--- src/rtl/peripheral_arbiter_wb_pkg.sv ---
// Shared types and constants for the Wishbone peripheral arbiter.
package peripheral_arbiter_wb_pkg;

    typedef enum logic {
        ST_IDLE  = 1'b0,
        ST_OWNED = 1'b1
    } arb_state_e;

    localparam logic [2:0] CTI_CLASSIC = 3'b000;
    localparam logic [2:0] CTI_INCR    = 3'b010;
    localparam logic [2:0] CTI_END     = 3'b111;

    // Index width for a requester count, never narrower than one bit.
    function automatic int unsigned idx_width(input int unsigned n);
        return (n > 1) ? $clog2(n) : 1;
    endfunction

endpackage

--- src/rtl/peripheral_arbiter_rr.sv ---
// Combinational round-robin picker: first requester after last_i wins.
module peripheral_arbiter_rr
    import peripheral_arbiter_wb_pkg::*;
#(
    parameter int unsigned NUM_MASTERS = 3,
    parameter int unsigned IW          = idx_width(NUM_MASTERS)
) (
    input  logic [NUM_MASTERS-1:0] req_i,
    input  logic [IW-1:0]          last_i,
    output logic [NUM_MASTERS-1:0] grant_o,
    output logic [IW-1:0]          idx_o
);

    logic        found;
    int unsigned cand;

    always_comb begin
        grant_o = '0;
        idx_o   = '0;
        found   = 1'b0;
        cand    = 0;
        for (int unsigned i = 1; i <= NUM_MASTERS; i++) begin
            cand = (int'(last_i) + i) % NUM_MASTERS;
            if (!found && req_i[IW'(cand)]) begin
                found                = 1'b1;
                grant_o[IW'(cand)]   = 1'b1;
                idx_o                = IW'(cand);
            end
        end
    end

endmodule

--- src/rtl/peripheral_arbiter_wb.sv ---
// Wishbone N:1 arbiter with round-robin ownership and one dead cycle between owners.
// Optional slave-response timeout enabled by PERIPHERAL_ARBITER_WB_TIMEOUT_EN.
module peripheral_arbiter_wb
    import peripheral_arbiter_wb_pkg::*;
#(
    parameter int unsigned AW          = 32,
    parameter int unsigned DW          = 32,
    parameter int unsigned NUM_MASTERS = 3,
    parameter int unsigned TIMEOUT     = 255
) (
    input  logic                      wb_clk_i,
    input  logic                      wb_rst_i,
    input  logic [NUM_MASTERS*AW-1:0] wbm_adr_i,
    input  logic [NUM_MASTERS*DW-1:0] wbm_dat_i,
    input  logic [NUM_MASTERS*4-1:0]  wbm_sel_i,
    input  logic [NUM_MASTERS-1:0]    wbm_we_i,
    input  logic [NUM_MASTERS-1:0]    wbm_cyc_i,
    input  logic [NUM_MASTERS-1:0]    wbm_stb_i,
    input  logic [NUM_MASTERS*3-1:0]  wbm_cti_i,
    input  logic [NUM_MASTERS*2-1:0]  wbm_bte_i,
    output logic [DW-1:0]             wbm_dat_o,
    output logic [NUM_MASTERS-1:0]    wbm_ack_o,
    output logic [NUM_MASTERS-1:0]    wbm_err_o,
    output logic [NUM_MASTERS-1:0]    wbm_rty_o,
    output logic [AW-1:0]             wbs_adr_o,
    output logic [DW-1:0]             wbs_dat_o,
    output logic [3:0]                wbs_sel_o,
    output logic                      wbs_we_o,
    output logic                      wbs_cyc_o,
    output logic                      wbs_stb_o,
    output logic [2:0]                wbs_cti_o,
    output logic [1:0]                wbs_bte_o,
    input  logic [DW-1:0]             wbs_dat_i,
    input  logic                      wbs_ack_i,
    input  logic                      wbs_err_i,
    input  logic                      wbs_rty_i,
    output logic [NUM_MASTERS-1:0]    grant_o
);

    localparam int unsigned IW = idx_width(NUM_MASTERS);

    arb_state_e             state_q, state_d;
    logic [NUM_MASTERS-1:0] grant_q, grant_d;
    logic [IW-1:0]          owner_q, owner_d;
    logic [IW-1:0]          last_q, last_d;

    logic [NUM_MASTERS-1:0] rr_grant;
    logic [IW-1:0]          rr_idx;
    logic                   owned;
    logic                   owner_cyc;
    logic                   owner_stb;
    logic                   slv_resp;
    logic                   to_fire_c;

    peripheral_arbiter_rr #(
        .NUM_MASTERS (NUM_MASTERS),
        .IW          (IW)
    ) u_rr (
        .req_i   (wbm_cyc_i),
        .last_i  (last_q),
        .grant_o (rr_grant),
        .idx_o   (rr_idx)
    );

    assign owned     = (state_q == ST_OWNED);
    assign owner_cyc = wbm_cyc_i[owner_q];
    assign owner_stb = wbm_stb_i[owner_q];
    assign slv_resp  = wbs_ack_i | wbs_err_i | wbs_rty_i;

`ifdef PERIPHERAL_ARBITER_WB_TIMEOUT_EN
    localparam int unsigned CW = $clog2(TIMEOUT + 1);

    logic [CW-1:0] to_cnt_q, to_cnt_d;

    // Counts unanswered strobe cycles of the owner; wraps to zero when it fires.
    always_comb begin
        to_cnt_d  = '0;
        to_fire_c = 1'b0;
        if (owned && owner_cyc && owner_stb && !slv_resp) begin
            if (to_cnt_q == CW'(TIMEOUT)) begin
                to_fire_c = 1'b1;
            end else begin
                to_cnt_d = to_cnt_q + CW'(1);
            end
        end
    end

    always_ff @(posedge wb_clk_i or posedge wb_rst_i) begin
        if (wb_rst_i) begin
            to_cnt_q <= '0;
        end else begin
            to_cnt_q <= to_cnt_d;
        end
    end
`else
    assign to_fire_c = 1'b0;
`endif

    // Ownership FSM: arbitrate in IDLE, hold until the owner drops cyc.
    always_comb begin
        state_d = state_q;
        grant_d = grant_q;
        owner_d = owner_q;
        last_d  = last_q;
        case (state_q)
            ST_IDLE: begin
                if (|wbm_cyc_i) begin
                    state_d = ST_OWNED;
                    grant_d = rr_grant;
                    owner_d = rr_idx;
                end
            end
            ST_OWNED: begin
                if (!owner_cyc) begin
                    state_d = ST_IDLE;
                    grant_d = '0;
                    last_d  = owner_q;
                end
            end
            default: state_d = ST_IDLE;
        endcase
    end

    always_ff @(posedge wb_clk_i or posedge wb_rst_i) begin
        if (wb_rst_i) begin
            state_q <= ST_IDLE;
            grant_q <= '0;
            owner_q <= '0;
            last_q  <= IW'(NUM_MASTERS - 1);
        end else begin
            state_q <= state_d;
            grant_q <= grant_d;
            owner_q <= owner_d;
            last_q  <= last_d;
        end
    end

    // Slave bus mirrors the owner; all-zero when nobody owns it.
    always_comb begin
        wbs_adr_o = '0;
        wbs_dat_o = '0;
        wbs_sel_o = '0;
        wbs_we_o  = 1'b0;
        wbs_cyc_o = 1'b0;
        wbs_stb_o = 1'b0;
        wbs_cti_o = '0;
        wbs_bte_o = '0;
        if (owned) begin
            wbs_adr_o = wbm_adr_i[int'(owner_q)*AW +: AW];
            wbs_dat_o = wbm_dat_i[int'(owner_q)*DW +: DW];
            wbs_sel_o = wbm_sel_i[int'(owner_q)*4 +: 4];
            wbs_we_o  = wbm_we_i[owner_q];
            wbs_cyc_o = owner_cyc & ~to_fire_c;
            wbs_stb_o = owner_stb & ~to_fire_c;
            wbs_cti_o = wbm_cti_i[int'(owner_q)*3 +: 3];
            wbs_bte_o = wbm_bte_i[int'(owner_q)*2 +: 2];
        end
    end

    assign wbm_dat_o = wbs_dat_i;
    assign wbm_ack_o = grant_q & {NUM_MASTERS{wbs_ack_i}};
    assign wbm_err_o = grant_q & {NUM_MASTERS{wbs_err_i | to_fire_c}};
    assign wbm_rty_o = grant_q & {NUM_MASTERS{wbs_rty_i}};
    assign grant_o   = grant_q;

endmodule

--- config.mk ---
export PLATFORM = sky130hd
export DESIGN_NAME = peripheral_arbiter_wb
export DESIGN_NICKNAME = d
export VERILOG_FILES = /design/src/rtl/peripheral_arbiter_wb_pkg.sv /design/src/rtl/peripheral_arbiter_rr.sv /design/src/rtl/peripheral_arbiter_wb.sv
export SDC_FILE = /design/constraint.sdc
export NUM_CORES = 1
export LEC_CHECK = 0
export ABC_AREA = 1
export CORE_AREA = 4 4 149 151
export DETAILED_ROUTE_END_ITERATION = 12
export DIE_AREA = 0 0 153 155
export DONT_BUFFER_PORTS = 1
export PLACE_DENSITY = 0.34
export SLEW_MARGIN = 10
export SYNTH_ARGS = -nofsm -noshare
export SYNTH_HDL_FRONTEND = slang
export SYNTH_SLANG_ARGS = --single-unit
--- constraint.sdc ---
create_clock -name wb_clk_i -period 1.6 [get_ports wb_clk_i]
set_clock_uncertainty 0.1 [all_clocks]
set_input_delay 0.16 -clock wb_clk_i [delete_from_list [all_inputs] [get_ports wb_clk_i]]
set_output_delay 0.16 -clock wb_clk_i [all_outputs]
set_load 0.05 [all_outputs]
==> results of run 1 <==
stage by stage:
step	utilization	power [mW]	setup slack [ns]
floorplan	-	10.4	-0.118
global placement	0.269	17.2	-0.107
detailed placement	0.269	17.3	-0.144
CTS	0.285	18.4	-0.355
global route	0.315	20.4	-0.438
finish	0.315	19.5	-0.368
layout make-up:
| type | count | area share |
|---|---|---|
| multi-input cells | 457 | 0.494 |
| repair buffers | 149 | 0.395 |
| inverters | 25 | 0.0158 |
| flip-flops and latches | 8 | 0.0311 |
| well taps | 275 | 0.0525 |
| clock buffers | 4 | 0.0120 |
cells in the final DEF, fill, tap and decap left out, drive strengths merged:
cell type	netlist	routed
a21oi	78	78
a31oi	1	1
buf	58	140
clkbuf	16	12
dfrtp	7	7
dfstp	1	1
dlygate4sd3	0	1
ha	4	4
inv	25	25
nand2	120	120
nand3	14	14
nand4	3	3
nor2	155	155
o21ai	82	82
metal layers:
metal  vias to the layer above  GRT usage  share of wire
met5                         -          0              0
met4                         0     0.0123          0.014
met3                        17     0.0395          0.085
met2                       277      0.249           0.52
met1                      1911      0.152           0.39
li1                       1949          -              -
report_power, final:
| part | switching (mW) | internal, mW |
|---|---|---|
| Sequential | 0.127 | 0.299 |
| Combinational | 10.6 | 8.10 |
| Clock | 0.102 | 0.332 |
| Total | 10.8 | 8.74 |
final timing paths:
path / startpoint / to / depth (start not counted)
max: owner_q[0] / wbs_adr_o[28] / 7
min: wbm_cyc_i[2] / grant_o[2] / 6
max reg2reg: last_q[1] / owner_q[1] / 11
min reg2reg: last_q[1] / last_q[1] / 2
max in group asynchronous: wb_rst_i / last_q[1] / 2
min in group asynchronous: wb_rst_i / grant_o[0] / 2
state kept, by name, summed over array words and instances, names as in the netlist:
| register | flops |
|---|---|
| grant_o | 3 |
| owned | 1 |
| owner_q | 2 |
| last_q | 2 |
cells by family (layout without fill, tap and decap cells):
family | Yosys count | count (layout) | share of synthesized area
and+or+nand+nor | 292 | 292 | 0.413
buffers and inverters | 99 | 178 | 0.204
DFF | 8 | 8 | 0.0724
AOI/OAI and AO/OA | 161 | 161 | 0.293
adders and majority gates | 4 | 4 | 0.0180
worst max-delay path, delay by kind of cell (launching register included):
family | cells | cell delay (ns)
AOI/OAI and AO/OA | 1 | 0.19
buffers and inverters | 4 | 0.58
DFF | 1 | 0.48
and+or+nand+nor | 2 | 0.22
timing repair:
action,CTS,global route
buffers inserted,3,10
pin swaps,4,30
gates resized for setup,40,100
hold buffers,1,0
hold endpoints to repair,8,0
gates cloned,2,11
endpoints found under the setup margin,81,83
==> impl_metrics.tcl, run 1 <==
set metrics [dict create \
    rows 53 \
    yosys.cell_types.count 23 \
    n_antenna_cell 0 \
    grt_pass1_wl_mm 25.4 \
    grt_use_total 0.132 \
    reg2reg_slack_ns -0.15 \
    fillers 2182 \
    worstSetupStartpointType "register" \
    multi_input_area_sq_um 3230 \
    hold_class "in -> reg" \
    synth_common_cells "nor2_1 (153), nand2_1 (115), a21oi_1 (77)" \
    rsz0062_at_grt "yes" \
    yosysTopAreaCell "nor2_1" \
    syn-cell-area_sq_um 2780 \
    overflow 0 \
    wl_mm 19.3 \
    leakage_nw 2.53 \
    status "finished with violations" \
    slew_headroom 0.759 \
    p_per_area_nw_per_um2 2980 \
    cts_made_buffers 3 \
    slew_viol_final 0 \
    cap_violations 0 \
    dp.cells 890 \
    required_ns 1.34 \
    synthesis.instances 564 \
    ir_drop_v 0.00161 \
    final_area_sq_um 6550 \
    syn_nets 833 \
    arrival_ns 1.71 \
    cpMaxStageDelayCell "dfrtp_2" \
    fin_crit_ns 1.97 \
    drtAntennaViolNets 0 \
    synth_seq_cells 8 \
    violations "negative setup slack" \
    syn_to_final_growth_pct 136 \
    ys.flop_type "dfrtp_1" \
    chipWidth_um 153 \
    endpoint_kind "output port" \
    drt-pass1-iter-count 4 \
    tritoncts "done" \
    root_buffer "clkbuf_16" \
    grt_pass1_vias 4247 \
    critical_path_class "reg -> out" \
    area.sequential_sq_um 204 \
    holdWs_ns 0.185 \
    worstPathMaxFanout 7 \
    synthArstFlopShare 1.00 \
    yosysWarnings 0 \
    setup_violations 81 \
    avgSynthCellArea_sq_um 4.93 \
    start_util 0.134 \
    drive_gt1_frac 0.513 \
    pin_count 385 \
    path_clk_slew_ns 0.04 \
    fmax_ghz 0.508 \
    die_h_um 155 \
    drt_iter0_markers 228 \
    nets 913 \
    fp.coreArea_sq_um 20800 \
    setup_ws_ns -0.368 \
    tightestPinTransition_ns 0.358 \
    yosysMostFrequentCell "nor2_1" \
    drc 0 \
    io_buffers 0 \
    hold_viol 0 \
    cts.sinks 8 \
    h-tree-depth 1 \
    synth.area.top_cells "nor2_1 (21%), nand2_1 (16%), a21oi_1 (14%)" \
    detail_route.wl_per_cell_um 21.0 \
    grt_max_degree 46 \
    vias 4154 \
    tns_ns -24.25 \
    path_cells "nor2_4 > buf_6 > buf_8 > clkbuf_16 > nand2_1 > a21oi_2 > buf_12" \
    period_share 1.23 \
    die_area_sq_um 23700 \
    critPathMaxStageDelay_ns 0.48 \
    dpl.hpwl_mm 13.9 \
    cts.path.max_buffers 2 \
    placed_cell_area_sq_um 5610 \
    synth-seq-area-share 0.0724 \
    clkLatencyLatePin_ns 0.23 \
    layout.cells.non_filler 918 \
    avgViaCountPerCell 4.53 \
    place.gp.congestion 0.883 \
    synth-edff-count 0 \
    grt_antenna_before_repair 0 \
    synth.top_cell.area_share 0.206 \
]
(Power assumes the default switching activity.)
==> run 2, diff against run 1 <==
--- a/config.mk
+++ b/config.mk
@@ -5,12 +5,11 @@
 export SDC_FILE = /design/constraint.sdc
 export NUM_CORES = 1
 export LEC_CHECK = 0
-export ABC_AREA = 1
-export CORE_AREA = 4 4 149 151
+export CORE_AREA = 4 4 146 148
 export DETAILED_ROUTE_END_ITERATION = 12
-export DIE_AREA = 0 0 153 155
+export DIE_AREA = 0 0 150 152
 export DONT_BUFFER_PORTS = 1
-export PLACE_DENSITY = 0.34
+export PLACE_DENSITY = 0.36
 export SLEW_MARGIN = 10
 export SYNTH_ARGS = -nofsm -noshare
 export SYNTH_HDL_FRONTEND = slang
==> run 2 against run 1 <==
Net effect: worst hold slack worse by 0.15 ns; the run still ends with negative setup slack left; die area down 3.9%; design area down 30%; highest routed layer unchanged; non-clock buffer count down 79; first-iteration DRC count down 39%; power down 38%.
==> impl_metrics.tcl, run 2 <==
set metrics [dict create \
    placed_cell_area_sq_um 3730 \
    worstPathMaxFanout 6 \
    cap_violations 0 \
    fp.coreArea_sq_um 20000 \
    syn-cell-area_sq_um 3000 \
    cts.sinks 8 \
    yosysTopAreaCell "mux2i_1" \
    p_per_area_nw_per_um2 2610 \
    endpoint_kind "output port" \
    grt_antenna_before_repair 0 \
    n_antenna_cell 0 \
    tritoncts "done" \
    dp.cells 693 \
    synth_seq_cells 8 \
    critical_path_class "reg -> out" \
    dpl.hpwl_mm 11.0 \
    start_util 0.150 \
    wl_mm 14.8 \
    avgSynthCellArea_sq_um 6.68 \
    tns_ns -26.27 \
    reg2reg_slack_ns -0.30 \
    path_clk_slew_ns 0.04 \
    grt_max_degree 50 \
    yosys.cell_types.count 42 \
    chipWidth_um 150 \
    detail_route.wl_per_cell_um 20.4 \
    nets 724 \
    violations "negative setup slack" \
    fin_util 0.230 \
    overflow 0 \
    fin_crit_ns 2.00 \
    h-tree-depth 1 \
    required_ns 1.34 \
    synth-seq-area-share 0.0671 \
    rows 52 \
    yosysWarnings 0 \
    layout_commonest_cell "and2_4" \
    fmax_ghz 0.500 \
    ir_drop_v 0.000762 \
    status "finished with violations" \
    yosysMostFrequentCell "and2_1" \
    synthArstFlopShare 1.00 \
    final_area_sq_um 4620 \
    synth.top_cell.area_share 0.270 \
    cts.path.max_buffers 2 \
    drc 0 \
    vias 3252 \
    slew_headroom 0.710 \
    root_buffer "clkbuf_16" \
    largest_register_ffs 3 \
    syn_to_final_growth_pct 53.7 \
    hold_class "in -> reg" \
    holdWs_ns 0.0374 \
    rsz0062_at_grt "yes" \
    most-common-layout-cells "and2_4 (75), mux2i_1 (74), nand2_1 (41)" \
    period_share 1.25 \
    place.gp.congestion 0.756 \
    avgViaCountPerCell 4.49 \
    grt_pass1_vias 3380 \
    setup_ws_ns -0.401 \
    clkLatencyLatePin_ns 0.24 \
    grt_use_total 0.110 \
    slew_viol_final 0 \
    drt-pass1-iter-count 4 \
    leakage_nw 1.88 \
    worstSetupStartpointType "register" \
    drtAntennaViolNets 0 \
    tightestPinTransition_ns 0.436 \
    synth-edff-count 0 \
    setup_violations 81 \
    layout.cells.non_filler 724 \
    io_buffers 0 \
    pin_count 385 \
    synth.area.top_cells "mux2i_1 (27%), and2_1 (17%), o21ai_0 (13%)" \
    syn_nets 719 \
    hold_viol 0 \
    finalPower_mw 12.1 \
    synth_common_cells "and2_1 (84), mux2i_1 (81), nand2_1 (80)" \
    ys.flop_type "dfrtp_1" \
    die_area_sq_um 22800 \
    synthesis.instances 450 \
    die_h_um 152 \
    grt_pass1_wl_mm 19.9 \
    cts_made_buffers 3 \
    arrival_ns 1.74 \
    drive_gt1_frac 0.542 \
    drt_iter0_markers 140 \
    place_ws_ns -0.280 \
]
==> run 2: changes by cell type after synthesis, moves of 4 or more <==
cell,delta
mux2i_1,+81
inv_2,-5
a21oi_1,-74
buf_4,-8
o21ai_1,-62
o21ai_0,+61
nand2_1,-35
nand3_1,-14
and2_1,+84
inv_1,-12
nor2_1,-149
nand2_2,-4
==> run 2: layout make-up <==
| class | count | area (sq um) |
|---|---|---|
| timing repair buffer | 70 | 1000 |
| multi-input combinational | 364 | 2960 |
| sequential | 8 | 209 |
| fill | 2194 | 15400 |
| inverter | 8 | 35.0 |
| tap | 270 | 338 |
| clock buffer | 4 | 78.8 |
==> run 2: worst max-delay path, stage by stage (launching register included) <==
cell and delay, ns:
dfrtp_4 0.53, nor2b_4 0.21, buf_12 0.17, clkbuf_16 0.15
nand2_1 0.04, o21ai_0 0.10, and2_4 0.29
==> run 2: final timing paths <==
check                                   from            end  cells past startpoint
worst max-delay path              owner_q[0]  wbs_dat_o[25]                      6
worst min-delay path            wbm_cyc_i[2]      last_q[0]                      2
worst max register to register     last_q[1]     owner_q[0]                      8
worst min register to register    grant_o[1]     grant_o[1]                      1
max in group asynchronous           wb_rst_i      last_q[1]                      2
min in group asynchronous           wb_rst_i     grant_o[1]                      2
==> run 2: repair_timing <==
| item | 4_1_cts | 5_1_grt |
|---|---|---|
| hold buffers | 1 | 0 |
| hold endpoints to repair | 7 | 0 |
| setup buffers | 11 | 13 |
| cloned | 3 | 3 |
| setup endpoints to repair | 81 | 82 |
| pin swaps | 26 | 20 |
| resized for setup | 112 | 97 |
==> run 2: per-layer routing <==
metal	up-vias	wire length [um]	global-route usage
li1	1498	-	-
met1	1541	5580	0.125
met2	192	8030	0.217
met3	21	1010	0.0170
met4	0	157	0.0161
met5	-	0	0
==> run 2: kinds of logic (layout without fill, tap and decap cells) <==
logic type                 Yosys count  after routing  synth area share
AOI/OAI and AO/OA                   96             96             0.177
adders and majority gates            4              4            0.0167
buffers and inverters               78             82             0.153
DFF                                  8              8            0.0671
muxes                               81             81             0.270
and+or+nand+nor                    183            183             0.317
==> run 2: power breakdown <==
part	total, mW	switching, mW	internal, mW
sequential	0.470	0.160	0.310
clock	0.464	0.129	0.335
combinational	11.1	6.83	4.29
==> run 3, diff against run 2 <==
--- a/config.mk
+++ b/config.mk
@@ -5,11 +5,13 @@
 export SDC_FILE = /design/constraint.sdc
 export NUM_CORES = 1
 export LEC_CHECK = 0
+export CELL_PAD_IN_SITES_DETAIL_PLACEMENT = 0
+export CELL_PAD_IN_SITES_GLOBAL_PLACEMENT = 1
 export CORE_AREA = 4 4 146 148
 export DETAILED_ROUTE_END_ITERATION = 12
 export DIE_AREA = 0 0 150 152
 export DONT_BUFFER_PORTS = 1
-export PLACE_DENSITY = 0.36
+export PLACE_DENSITY = 0.48
 export SLEW_MARGIN = 10
 export SYNTH_ARGS = -nofsm -noshare
 export SYNTH_HDL_FRONTEND = slang
==> run 3 against run 2 <==
Net effect: the run still ends with negative setup slack left; via count is 4.7% higher; utilization is 2.6 points higher; critical path depth is 1 higher; clock power is 2% lower; sequential share of layout area is 0.46 points lower; sequential power is 4.9% lower; critical path type unchanged; critical endpoint is now wbs_adr_o[8]; largest cell class unchanged.
==> impl_metrics.tcl, run 3 (synthesis results as in run 2) <==
set metrics [dict create \
    grt_antenna_before_repair 0 \
    chipWidth_um 150 \
    combPwrFrac 0.932 \
    drive_gt1_frac 0.638 \
    swShare 0.575 \
    fmax_ghz 0.495 \
    most-common-layout-cells "and2_4 (74), mux2i_1 (68), o21ai_2 (46)" \
    grt_pass1_wl_mm 21.7 \
    drt-pass1-iter-count 4 \
    hold_class "in -> reg" \
    fin_util 0.256 \
    largest_register_ffs 3 \
    rsz0062_at_grt "yes" \
    drt_iter0_markers 168 \
    slew_headroom 0.575 \
    grt_use_met1 0.139 \
    cap_violations 0 \
    detail_route.wl_per_cell_um 22.1 \
    place.gp.congestion 0.796 \
    pin_count 385 \
    setup_ws_ns -0.419 \
    hold_viol 0 \
    grt_util_met3 0.0328 \
    io_buffers 0 \
    grt_pass1_vias 3540 \
    drtAntennaViolNets 0 \
    clkPwrFrac 0.034 \
    fp.coreArea_sq_um 20000 \
    overflow 0 \
    reg2reg_slack_ns -0.30 \
    cts.path.max_buffers 2 \
    dpl.hpwl_mm 11.0 \
    dp.cells 692 \
    critical_path_class "reg -> out" \
    h-tree-depth 1 \
    fin_crit_ns 2.02 \
    layout_commonest_cell "and2_4" \
    setup_violations 83 \
    clkLatencyLatePin_ns 0.24 \
    ir_drop_v 0.000927 \
    tightestPinTransition_ns 0.622 \
    start_util 0.150 \
    arrival_ns 1.76 \
    violations "negative setup slack" \
    slew_viol_final 0 \
    worstPathMaxFanout 5 \
    path_clk_slew_ns 0.04 \
    finalPower_mw 13.1 \
    grtUsageMet2 0.225 \
    syn_to_final_growth_pct 71.1 \
    leakage_nw 2.18 \
    internal-power_mw 5.58 \
    n_antenna_cell 0 \
    cts.sinks 8 \
    placed_cell_area_sq_um 3680 \
    final_area_sq_um 5140 \
    grt_use_total 0.121 \
    avgViaCountPerCell 4.62 \
    worstSetupStartpointType "register" \
    tritoncts "done" \
    vias 3404 \
    switchingPower_mw 7.56 \
    drc 0 \
    root_buffer "clkbuf_16" \
    required_ns 1.34 \
    cts_made_buffers 3 \
    tns_ns -26.98 \
    period_share 1.26 \
    p_per_area_nw_per_um2 2560 \
    top_usage_layer "met2" \
    rows 52 \
    sequentialPowerShare 0.034 \
    die_h_um 152 \
    nets 737 \
    grt_max_degree 43 \
    endpoint_kind "output port" \
    die_area_sq_um 22800 \
    layout.cells.non_filler 737 \
    wl_mm 16.3 \
    status "finished with violations" \
]
==> run 3: path summary, 6_finish.rpt <==
check | from | to | cells after the start
max in group asynchronous | wb_rst_i | last_q[1] | 2
setup reg to reg | owner_q[0] | grant_o[0] | 7
hold reg to reg | last_q[1] | last_q[1] | 2
min in group asynchronous | wb_rst_i | grant_o[0] | 2
setup / recovery | owner_q[0] | wbs_adr_o[8] | 7
hold / removal | wbm_cyc_i[2] | last_q[0] | 2
==> run 3: critical path: stages (launching register included) <==
cell and delay (ns):
dfrtp_4 0.52, nor2b_4 0.18, buf_12 0.16, buf_12 0.14, clkbuf_16 0.15, nand2_2 0.04
o21ai_1 0.07, and2_4 0.26
==> run 3: timing repair <==
item / 4_1_cts / 5_1_grt
cloned: 9 / 8
buffers inserted: 17 / 12
hold endpoints to repair: 7 / 0
endpoints found under the setup margin: 81 / 84
resized for setup: 143 / 151
hold buffers: 1 / 0
pin swaps: 25 / 49
==> run 3: cell type report <==
class | instances | area (sq um)
clock buffer | 4 | 78.8
fill | 2164 | 14900
inverter | 8 | 30.0
multi-input combinational | 364 | 3190
sequential | 8 | 209
tap | 270 | 338
timing repair buffer | 83 | 1290
==> run 3: power by group through the flow <==
stage / registers (mW) / logic [mW] / clock network (mW)
2_1_floorplan: 0.455 / 7.67 / 0
3_3_place_gp: 0.466 / 9.17 / 0
3_5_place_dp: 0.469 / 9.29 / 0
4_1_cts: 0.450 / 11.1 / 0.452
5_1_grt: 0.465 / 12.8 / 0.470
6_report: 0.447 / 12.2 / 0.453
==> run 3: layer usage <==
metal	part of all wire	vias up
met1	0.39	1640
li1	-	1535
met2	0.52	198
met4	0.012	0
met5	0	-
met3	0.084	31
==> run 3: through the flow <==
stage / setup slack (ns) / hold slack [ns]
floorplan: -0.131 / -0.125
global placement: -0.260 / -0.0589
detailed placement: -0.298 / -0.0468
CTS: -0.385 / 0.0376
global route: -0.480 / 0.0502
finish: -0.419 / 0.0319
